$ cat src/rtl/ex_fp_if.sv
// Handshake and result bus between the ID/EX register and the FP execute unit.
interface ex_fp_if #(
  parameter int TAG_W = 6
);
  logic             start_i;
  logic [1:0]       op_i;
  logic [31:0]      a_i;
  logic [31:0]      b_i;
  logic [TAG_W-1:0] tag_i;
  logic             stall_o;
  logic             busy_o;
  logic             done_o;
  logic [31:0]      result_o;
  logic [TAG_W-1:0] tag_o;
  logic [2:0]       flags_o;

  modport master (
    output start_i, op_i, a_i, b_i, tag_i,
    input  stall_o, busy_o, done_o, result_o, tag_o, flags_o
  );

  modport slave (
    input  start_i, op_i, a_i, b_i, tag_i,
    output stall_o, busy_o, done_o, result_o, tag_o, flags_o
  );
endinterface

$ cat src/rtl/ex_fp_unit.sv
// Multi-cycle single-precision add/sub/mul for the EX stage; stalls the
// front of the pipeline while it iterates and truncates its results.
//
// state   | meaning
// IDLE    | waiting for start_i
// UNPACK  | split captured operands, flush denormals, flip B sign for sub
// ALIGN   | order by magnitude, shift smaller significand right
// ADDSUB  | add or subtract aligned significands
// MULITER | one shift-add step of the significand product per cycle
// NORM    | leading-one normalise, pack, classify special cases
// DONE    | result valid for one cycle; may accept the next request
module ex_fp_unit #(
  parameter int TAG_W     = 6,
  parameter int MUL_ITERS = 24
) (
  input logic   clk,
  input logic   reset,
  ex_fp_if.slave bus
);
  localparam int CNT_W = $clog2(MUL_ITERS) + 1;

  typedef enum logic [2:0] {
    S_IDLE, S_UNPACK, S_ALIGN, S_ADDSUB, S_MULITER, S_NORM, S_DONE
  } state_t;

  state_t state_q, state_d;

  logic [31:0]       a_q, b_q;
  logic [1:0]        op_q;
  logic [TAG_W-1:0]  tag_q, tago_q;
  logic              sa_q, sb_q, sign_q, inv_q;
  logic [7:0]        ea_q, eb_q;
  logic [23:0]       ma_q, mb_q;
  logic signed [9:0] exp_q;
  logic [47:0]       man_q;
  logic [CNT_W-1:0]  cnt_q;
  logic [31:0]       result_q;
  logic [2:0]        flags_q;

  logic              accept;
  logic [7:0]        ea_w, eb_w, e_l, e_s, e_diff;
  logic              swap, s_l, s_s, sum_sign, mul_bit;
  logic [23:0]       m_l, m_s, m_s_sh;
  logic [24:0]       sum_w;
  logic [47:0]       partial;
  logic [5:0]        lead, shl;
  logic [22:0]       frac_w;
  logic signed [9:0] norm_e;
  logic [31:0]       res_w;
  logic [2:0]        flags_w;

  assign accept = bus.start_i & ((state_q == S_IDLE) | (state_q == S_DONE));

  // State register.
  always_ff @(posedge clk or posedge reset) begin
    if (reset) state_q <= S_IDLE;
    else       state_q <= state_d;
  end

  // Next-state sequencing.
  always_comb begin
    state_d = state_q;
    case (state_q)
      S_IDLE:    if (bus.start_i) state_d = S_UNPACK;
      S_UNPACK:  state_d = (op_q == 2'b10) ? S_MULITER : S_ALIGN;
      S_ALIGN:   state_d = S_ADDSUB;
      S_ADDSUB:  state_d = S_NORM;
      S_MULITER: if (cnt_q == CNT_W'(MUL_ITERS - 1)) state_d = S_NORM;
      S_NORM:    state_d = S_DONE;
      S_DONE:    state_d = bus.start_i ? S_UNPACK : S_IDLE;
      default:   state_d = S_IDLE;
    endcase
  end

  // Datapath combinational helpers for each step.
  always_comb begin
    ea_w   = a_q[30:23];
    eb_w   = b_q[30:23];
    swap   = {eb_q, mb_q} > {ea_q, ma_q};
    e_l    = swap ? eb_q : ea_q;
    e_s    = swap ? ea_q : eb_q;
    m_l    = swap ? mb_q : ma_q;
    m_s    = swap ? ma_q : mb_q;
    s_l    = swap ? sb_q : sa_q;
    s_s    = swap ? sa_q : sb_q;
    e_diff = e_l - e_s;
    m_s_sh = (e_diff >= 8'd26) ? 24'd0 : (m_s >> e_diff);
    // ALIGN leaves the larger magnitude in A, so the difference is never negative.
    if (sa_q == sb_q) begin
      sum_w    = {1'b0, ma_q} + {1'b0, mb_q};
      sum_sign = sa_q;
    end else begin
      sum_w    = {1'b0, ma_q} - {1'b0, mb_q};
      sum_sign = (sum_w == 25'd0) ? 1'b0 : sa_q;
    end
    mul_bit = |(mb_q & (24'd1 << cnt_q));
    partial = {24'd0, ma_q} << cnt_q;
    // Binary point of man_q sits between bits 46 and 45.
    lead = 6'd0;
    for (int i = 0; i < 48; i++) if (man_q[i]) lead = 6'(i);
    shl = 6'd0;
    if (lead == 6'd47) begin
      frac_w = man_q[46:24];
      norm_e = exp_q + 10'sd1;
    end else begin
      shl    = 6'd46 - lead;
      frac_w = 23'((man_q << shl) >> 23);
      norm_e = exp_q - $signed({4'd0, shl});
    end
    if (op_q == 2'b11) begin
      res_w = 32'd0;                        flags_w = 3'b100;
    end else if (inv_q) begin
      res_w = 32'h7FC0_0000;                flags_w = 3'b100;
    end else if (man_q == 48'd0) begin
      res_w = {sign_q, 31'd0};              flags_w = 3'b001;
    end else if (norm_e >= 10'sd255) begin
      res_w = {sign_q, 8'hFF, 23'd0};       flags_w = 3'b010;
    end else if (norm_e <= 10'sd0) begin
      res_w = {sign_q, 31'd0};              flags_w = 3'b001;
    end else begin
      res_w = {sign_q, norm_e[7:0], frac_w}; flags_w = 3'b000;
    end
  end

  // Operand capture, per-state datapath registers and held outputs.
  always_ff @(posedge clk or posedge reset) begin
    if (reset) begin
      a_q <= '0; b_q <= '0; op_q <= '0; tag_q <= '0; tago_q <= '0;
      sa_q <= 1'b0; sb_q <= 1'b0; sign_q <= 1'b0; inv_q <= 1'b0;
      ea_q <= '0; eb_q <= '0; ma_q <= '0; mb_q <= '0;
      exp_q <= '0; man_q <= '0; cnt_q <= '0;
      result_q <= '0; flags_q <= '0;
    end else begin
      if (accept) begin
        a_q   <= bus.a_i;
        b_q   <= bus.b_i;
        op_q  <= bus.op_i;
        tag_q <= bus.tag_i;
      end
      case (state_q)
        S_UNPACK: begin
          sa_q   <= a_q[31];
          sb_q   <= b_q[31] ^ (op_q == 2'b01);
          sign_q <= a_q[31] ^ b_q[31];
          ea_q   <= ea_w;
          eb_q   <= eb_w;
          ma_q   <= (ea_w == 8'd0) ? 24'd0 : {1'b1, a_q[22:0]};
          mb_q   <= (eb_w == 8'd0) ? 24'd0 : {1'b1, b_q[22:0]};
          inv_q  <= (op_q == 2'b11) | (ea_w == 8'hFF) | (eb_w == 8'hFF);
          exp_q  <= $signed({2'b00, ea_w}) + $signed({2'b00, eb_w}) - 10'sd127;
          man_q  <= '0;
          cnt_q  <= '0;
        end
        S_ALIGN: begin
          sa_q  <= s_l;
          sb_q  <= s_s;
          ma_q  <= m_l;
          mb_q  <= m_s_sh;
          exp_q <= $signed({2'b00, e_l});
        end
        S_ADDSUB: begin
          man_q  <= {sum_w, 23'd0};
          sign_q <= sum_sign;
        end
        S_MULITER: begin
          if (mul_bit) man_q <= man_q + partial;
          cnt_q <= cnt_q + 1'b1;
        end
        S_NORM: begin
          result_q <= res_w;
          flags_q  <= flags_w;
          tago_q   <= tag_q;
        end
        default: ;
      endcase
    end
  end

  // The DONE cycle never stalls, so the pipeline advances exactly once per result.
  assign bus.stall_o  = (~reset & (state_q == S_IDLE) & bus.start_i) |
                        ((state_q != S_IDLE) & (state_q != S_DONE));
  assign bus.busy_o   = (state_q != S_IDLE);
  assign bus.done_o   = (state_q == S_DONE);
  assign bus.result_o = result_q;
  assign bus.tag_o    = tago_q;
  assign bus.flags_o  = flags_q;
endmodule

$ cat src/flat_wrapper.sv
// flat-port wrapper written by rule: the top's interface ports become plain ports
module ex_fp_unit_flat 
#(
  parameter int TAG_W     = 6,
  parameter int MUL_ITERS = 24
)
  (clk, reset, bus_start_i, bus_op_i, bus_a_i, bus_b_i, bus_tag_i, bus_stall_o, bus_busy_o, bus_done_o, bus_result_o, bus_tag_o, bus_flags_o);
  ex_fp_if #(.TAG_W(TAG_W)) bus_i ();
  input logic clk;
  input logic reset;
  input wire logic [$bits(bus_i.start_i)-1:0] bus_start_i;
  input wire logic [$bits(bus_i.op_i)-1:0] bus_op_i;
  input wire logic [$bits(bus_i.a_i)-1:0] bus_a_i;
  input wire logic [$bits(bus_i.b_i)-1:0] bus_b_i;
  input wire logic [$bits(bus_i.tag_i)-1:0] bus_tag_i;
  output wire logic [$bits(bus_i.stall_o)-1:0] bus_stall_o;
  output wire logic [$bits(bus_i.busy_o)-1:0] bus_busy_o;
  output wire logic [$bits(bus_i.done_o)-1:0] bus_done_o;
  output wire logic [$bits(bus_i.result_o)-1:0] bus_result_o;
  output wire logic [$bits(bus_i.tag_o)-1:0] bus_tag_o;
  output wire logic [$bits(bus_i.flags_o)-1:0] bus_flags_o;
  assign bus_i.start_i = bus_start_i;
  assign bus_i.op_i = bus_op_i;
  assign bus_i.a_i = bus_a_i;
  assign bus_i.b_i = bus_b_i;
  assign bus_i.tag_i = bus_tag_i;
  assign bus_stall_o = bus_i.stall_o;
  assign bus_busy_o = bus_i.busy_o;
  assign bus_done_o = bus_i.done_o;
  assign bus_result_o = bus_i.result_o;
  assign bus_tag_o = bus_i.tag_o;
  assign bus_flags_o = bus_i.flags_o;
  ex_fp_unit #(.TAG_W(TAG_W), .MUL_ITERS(MUL_ITERS)) u_core (.clk(clk), .reset(reset), .bus(bus_i));
endmodule
$ cat config.mk
export PLATFORM = sky130hd
export DESIGN_NAME = ex_fp_unit_flat
export DESIGN_NICKNAME = d
export VERILOG_FILES = /design/src/rtl/ex_fp_if.sv /design/src/rtl/ex_fp_unit.sv /design/src/flat_wrapper.sv
export SDC_FILE = /design/constraint.sdc
export NUM_CORES = 1
export LEC_CHECK = 0
export CAP_MARGIN = 15
export CORE_MARGIN = 5
export CORE_UTILIZATION = 35
export CTS_CLUSTER_DIAMETER = 60
export DETAILED_ROUTE_END_ITERATION = 10
export PLACE_DENSITY = 0.57
export SLEW_MARGIN = 30
export SYNTH_ARGS = -nofsm -noshare
export SYNTH_HDL_FRONTEND = slang
export SYNTH_SLANG_ARGS = --single-unit
$ cat constraint.sdc
create_clock -name clk -period 11.5 [get_ports clk]
set_clock_uncertainty 0.05 [all_clocks]
set_input_delay 1.725 -clock clk [delete_from_list [all_inputs] [get_ports clk]]
set_output_delay 1.725 -clock clk [all_outputs]
set_load 0.05 [all_outputs]
==> results of run 1 <==
stage by stage:
stage               cells  setup slack [ps]
CTS                  3939              3570
detailed placement   3873              3590
global placement     3873              3770
floorplan            2988              1490
finish               3940              3440
global route         3940              2930
flip-flops by register name, indices dropped and copies added (netlist names), 8 cells and up:
name,flops
u_core.ea_q,8
u_core.ma_q,24
u_core.b_q,32
u_core.exp_q,10
u_core.mb_q,24
u_core.bus.result_o,32
u_core.eb_q,8
u_core.a_q,32
u_core.man_q,48
layer usage:
| layer | vias up | track usage | wire (um) |
|---|---|---|---|
| li1 | 11058 | - | - |
| met1 | 11467 | 0.324 | 40100 |
| met2 | 1034 | 0.374 | 41400 |
| met3 | 212 | 0.0344 | 6230 |
| met4 | 0 | 0.107 | 4560 |
| met5 | - | 0 | 0 |
kinds of logic (layout without fill, tap and decap cells):
group           Yosys count  after routing  synth area share
xor+xnor                122            122            0.0447
simple gates            942            942             0.180
compound gates          888            888             0.244
buf+inv                 354            375            0.0563
fa+ha+maj               160            160            0.0835
mux                     274            274             0.137
flops                   248            248             0.254
critical path: stages, from the launching register on:
cell and delay [ps]:
dfrtp_1 490, or3_1 430, or4b_1 850, a21oi_2 530
nand2_2 440, ha_2 440, inv_1 70, nor2_1 60
nand2b_1 340, a2bb2oi_2 450, o21ai_1 420, nand2_1 190
xnor2_1 140, nor2_1 60, ha_1 320, nand2_1 70
o21ai_0 90, or4_1 400, o21ai_0 150, nor2b_1 80
o21ai_0 150, nand2b_1 90, xnor2_1 230, xnor2_2 160
or4_4 680, a2111oi_1 420, a221o_1 170
area by class of cell:
type | instances | area [um2]
clock buffer | 48 | 1070
fill | 7124 | 41200
multi-input combinational | 2386 | 17000
clock inverter | 18 | 226
timing repair buffer | 168 | 1590
sequential | 248 | 6210
inverter | 141 | 538
tap | 931 | 1160
how the worst min path moves through the flow:
stage                                                   start                             endpoint  cells past startpoint
after CTS                         u_core.tag_q[0]$_DFFE_PP0P_      u_core.bus.tag_o[0]$_DFFE_PP0P_                      1
after detailed placement          u_core.tag_q[0]$_DFFE_PP0P_      u_core.bus.tag_o[0]$_DFFE_PP0P_                      1
after floorplan                   u_core.exp_q[8]$_DFFE_PP0P_          u_core.exp_q[8]$_DFFE_PP0P_                      2
after global placement    u_core.bus.result_o[20]$_DFFE_PP0P_  u_core.bus.result_o[20]$_DFFE_PP0P_                      1
final                     u_core.bus.result_o[25]$_DFFE_PP0P_  u_core.bus.result_o[25]$_DFFE_PP0P_                      2
after global routing              u_core.tag_q[2]$_DFFE_PP0P_          u_core.tag_q[2]$_DFFE_PP0P_                      1
layout by cell type, fill, tap and decap left out, types with 34 or more instances in the layout:
master           count
inv_1              135
nand3_1             82
mux4_2              39
o211ai_1            34
o21ai_0            178
a21oi_1            228
a21o_1              36
buf_4               48
nor4_1              46
mux2i_1            140
dfrtp_1            248
nor2_1             292
nand2_1            258
a22oi_1             44
xnor2_1             75
ha_1               154
xor2_1              38
nor3_1              64
mux2_2              95
clkbuf_16           39
clkdlybuf4s50_1    118
==> metrics, run 1 <==
total track usage 0.238; RePlAce Congestion 0.978; sequential element share of the synthesized area 0.254; DRC 0; WP data arrival 8510 ps; Slew Limit Headroom 0.354; Max Freq 124 MHz; Via Count between 20000 and 25000; kind of start point of the critical path register; Final Hold Slack 446 ps; Max Slew Vio Count 0; initial DRC count between 2000 and 3000; Worst-path clk slew 60 ps; DP HPWL 69700 um; Post-synth EDFFs 0; post-route design area between 20000 and 30000 um2; clk root buf clkbuf_16; CTS Buf Count 38; Setup Fix Bufs, Post-CTS 0; ys async rst share 1.00; Layout area overhead 13.7%; die area roughly 75000 um2; synthesized area per cell roughly 8 um2; CP Capture Type register; ANT nets after route 0; worst skew pair latency 580 ps; Buffers on Ports 118; register bit count reported by yosys ~250; number of global-route vias before repair roughly 23000; Placement Cell Area 26400 um2; Core Util, Final 0.403; global-route wire length before repair 141000 um; vias per cell 6.03; HP Class reg2reg; Starting Density 0.354; final count of hold timing violations 0; Worst EP required 11950 ps; pin count of the biggest net entering global routing 169; r2r startpoint u_core.man_q[39]$_DFFE_PP0P_; most common cell in the synthesized netlist nor2_1; drt pass-1 iters 7; RSZ-0062 raised after global routing false; post-synth cell types 99; worst r2r dst u_core.bus.result_o[4]$_DFFE_PP0P_; status complete, no violations; Core ar. 68900 um2; top cells by count, synth nor2_1 (294), nand2_1 (260), dfrtp_1 (248); Synth area leader dfrtp_1; layout cells sized above 1 0.103; top_reg_cell synth dfrtp_1; CTS sink cnt 248; Syn Inst Count 2988; final net count 3218; critical path class reg2reg; minimum clock period 8060 ps; Post-Route WL 92300 um; Overflow after GRT 0; H-tree levels 2; # diodes 0; Resized cells post-CTS 0; flop2flop setup slack 3440 ps; WL/cell between 20 and 25 um; # rows 96; initial antenna violation count 0; R2R cell count 26; CP endpoint u_core.bus.result_o[4]$_DFFE_PP0P_; Max Root-Sink Buffers 3; max-cap violations 0; Setup violations, final 0; net count after synthesis 3223; crit path from u_core.man_q[39]$_DFFE_PP0P_; share of the synthesized area in the top cell type 0.254; synthesis warning total 0; Die Y 274 um; I/O pin count 119; CTS tree built; chip width 274 um; CTS Hold Buffers Added 0; main area contributors after synthesis dfrtp_1 (25%), ha_1 (7.9%), mux2i_1 (5.7%); Worst Max-Slew Pin Slew 968 ps; Max FO, Critical Path 19; mapped cell area 24400 um2; setup TNS 0 ps; final critical-path share of the clock period 0.701
Power of run 1 is left out: the tool's default activity adds up to more than one toggle a clock period on the data nets, which glitch-free logic cannot reach.
==> inputs of run 2 (changes only) <==
==> constraint.sdc (replaced) <==
create_clock -name clk -period 7.8 [get_ports clk]
set_clock_uncertainty 0.05 [all_clocks]
set_input_delay 1.17 -clock clk [delete_from_list [all_inputs] [get_ports clk]]
set_output_delay 1.17 -clock clk [all_outputs]
set_load 0.05 [all_outputs]
==> run 2 against run 1 <==
Effect of this change:
- global-route usage is 0.14 points lower
- via count hardly changed
- flip-flop and latch count stayed put
- largest cell class unchanged
==> metrics, run 2 (synthesized netlist as in run 1, its figures left out) <==
Max Freq 136 MHz (+9.4%); layout cells sized above 1 0.112 (+0.00889); # fillers 7155 (+0.44%); Post-Route WL 92100 um (-0.26%); Setup violations, final 0 (unchanged); r2r startpoint u_core.man_q[2]$_DFFE_PP0P_; H-tree levels 2 (unchanged); DR WL met2 40800 um (-1.4%); final critical-path share of the clock period 0.945 (+0.244); pin count of the biggest net entering global routing 163 (-3.6%); DRC 0 (unchanged); top layer in use met4; CP Capture Type register; Layout area overhead 14.7%; drt pass-1 iters 6 (-1); die area 75100 um2 (unchanged); met1 WL 40300 um (+0.42%); CTS tree built; max reg flops 48 (unchanged); status complete, no violations; I/O pin count 119 (unchanged); CTS Buf Count 39 (+2.6%); Largest Register u_core.man_q; CP endpoint u_core.bus.result_o[4]$_DFFE_PP0P_; Max FO, Critical Path 13 (-6); DP HPWL 70000 um (+0.40%); minimum clock period 7370 ps (-690 ps); global-route wire length before repair 140000 um (-0.69%); Resized cells post-CTS 0 (unchanged); final count of hold timing violations 0 (unchanged); Setup Fix Bufs, Post-CTS 0 (unchanged); HP Class reg2reg; Via Count 23793 (+0.093%); chip width 274 um (unchanged); Core ar. 68900 um2 (unchanged); Die Y 274 um (unchanged); Worst-path clk slew 60 ps (about the same); Max Root-Sink Buffers 3 (unchanged); initial antenna violation count 0 (unchanged); met3 wire length 5930 um (-4.9%); Worst EP required 8260 ps (-3690 ps); RSZ-0062 raised after global routing false; ANT nets after route 0 (unchanged); setup TNS 0 ps (unchanged); most frequent cells in the layout nor2_1 (292), nand2_1 (258), dfrtp_1 (248); CTS sink cnt 248 (unchanged); critical path class reg2reg; total track usage 0.236 (-0.00143); number of global-route vias before repair 22390 (-0.90%); CTS Hold Buffers Added 0 (unchanged); max-cap violations 0 (unchanged); Buffers on Ports 118 (unchanged); WP data arrival 7830 ps (-680 ps); WL/cell 23.2 um (-1.0%); Overflow after GRT 0 (unchanged); RePlAce Congestion 0.985 (+0.71%); Starting Density 0.354 (unchanged); initial DRC count 2787 (+2.5%); kind of start point of the critical path register; final net count 3243 (+0.78%); R2R cell count 26 (unchanged); leading cell type in the layout, fill and taps excluded nor2_1; Max Slew Vio Count 0 (unchanged); Slew Limit Headroom 0.320 (-0.0343); clk root buf clkbuf_16; Worst Max-Slew Pin Slew 1010 ps (+42.8 ps); vias per cell 5.99 (-0.66%); # rows 96 (unchanged); crit path from u_core.man_q[2]$_DFFE_PP0P_; worst skew pair latency 590 ps (about the same); flop2flop setup slack 430 ps (-3010 ps); worst r2r dst u_core.bus.result_o[4]$_DFFE_PP0P_
==> run 2: final cells by class <==
type                            count  area, um2  share of cell area
Clock inverter                     20        243             0.00867
Timing Repair Buffer              192       1770              0.0632
Inverter                          141        534              0.0191
Tap cell                          931       1160              0.0416
Multi-Input combinational cell   2386      17000               0.606
Sequential cell                   248       6210               0.222
Clock buffer                       51       1100              0.0394
Antenna cell                        1       2.50           0.0000894
==> run 2: worst min-delay path by stage <==
| stage | start | end | slack, ps | cells after the start |
|---|---|---|---|---|
| 5_1_grt | u_core.bus.result_o[14]$_DFFE_PP0P_ | u_core.bus.result_o[14]$_DFFE_PP0P_ | 460 | 1 |
| 3_5_place_dp | u_core.bus.result_o[9]$_DFFE_PP0P_ | u_core.bus.result_o[9]$_DFFE_PP0P_ | 430 | 2 |
| 6_report | u_core.bus.result_o[9]$_DFFE_PP0P_ | u_core.bus.result_o[9]$_DFFE_PP0P_ | 440 | 2 |
| 3_3_place_gp | u_core.bus.result_o[9]$_DFFE_PP0P_ | u_core.bus.result_o[9]$_DFFE_PP0P_ | 430 | 2 |
| 4_1_cts | u_core.bus.result_o[9]$_DFFE_PP0P_ | u_core.bus.result_o[9]$_DFFE_PP0P_ | 440 | 2 |
| 2_1_floorplan | u_core.exp_q[8]$_DFFE_PP0P_ | u_core.exp_q[8]$_DFFE_PP0P_ | 410 | 2 |
==> run 2: metal layers <==
layer | global-route usage | vias up
li1 | - | 11110
met1 | 0.325 | 11431
met2 | 0.368 | 1027
met3 | 0.0333 | 225
met4 | 0.110 | 0
met5 | 0 | -
==> run 2: critical path, stage by stage (launching register included) <==
cell and delay, ps:
dfrtp_1 470, nor2_2 180, o311ai_1 100, a211o_1 350, a2111oi_1 570, o21ai_0 190, a311o_1 480, ha_2 300
inv_1 70, nor2_1 60, nand2b_1 340, a2bb2oi_2 470, o21ai_2 260, and4_1 320, xnor2_1 150, nor2_1 60
ha_1 210, or4_1 510, o21ai_0 150, nor2b_1 80, o21ai_0 150, nand2b_1 80, xnor2_1 230, xnor2_2 160
or4_4 680, a2111oi_1 460, a221o_1 180
==> run 2: metrics by stage <==
step / cells / worst slack, ps / area (um2) / util / hold slack (ps)
detailed placement: 3897 / 326 / 26600 / 0.386 / 429
global route: 3969 / 52.5 / 28000 / 0.406 / 462
global placement: 3897 / 434 / 26600 / 0.386 / 425
floorplan: 2988 / 760 / 24400 / - / 406
finish: 3970 / 429 / 28000 / 0.406 / 437
CTS: 3968 / 291 / 28000 / 0.406 / 441
Power of run 2 is left out for the same reason.
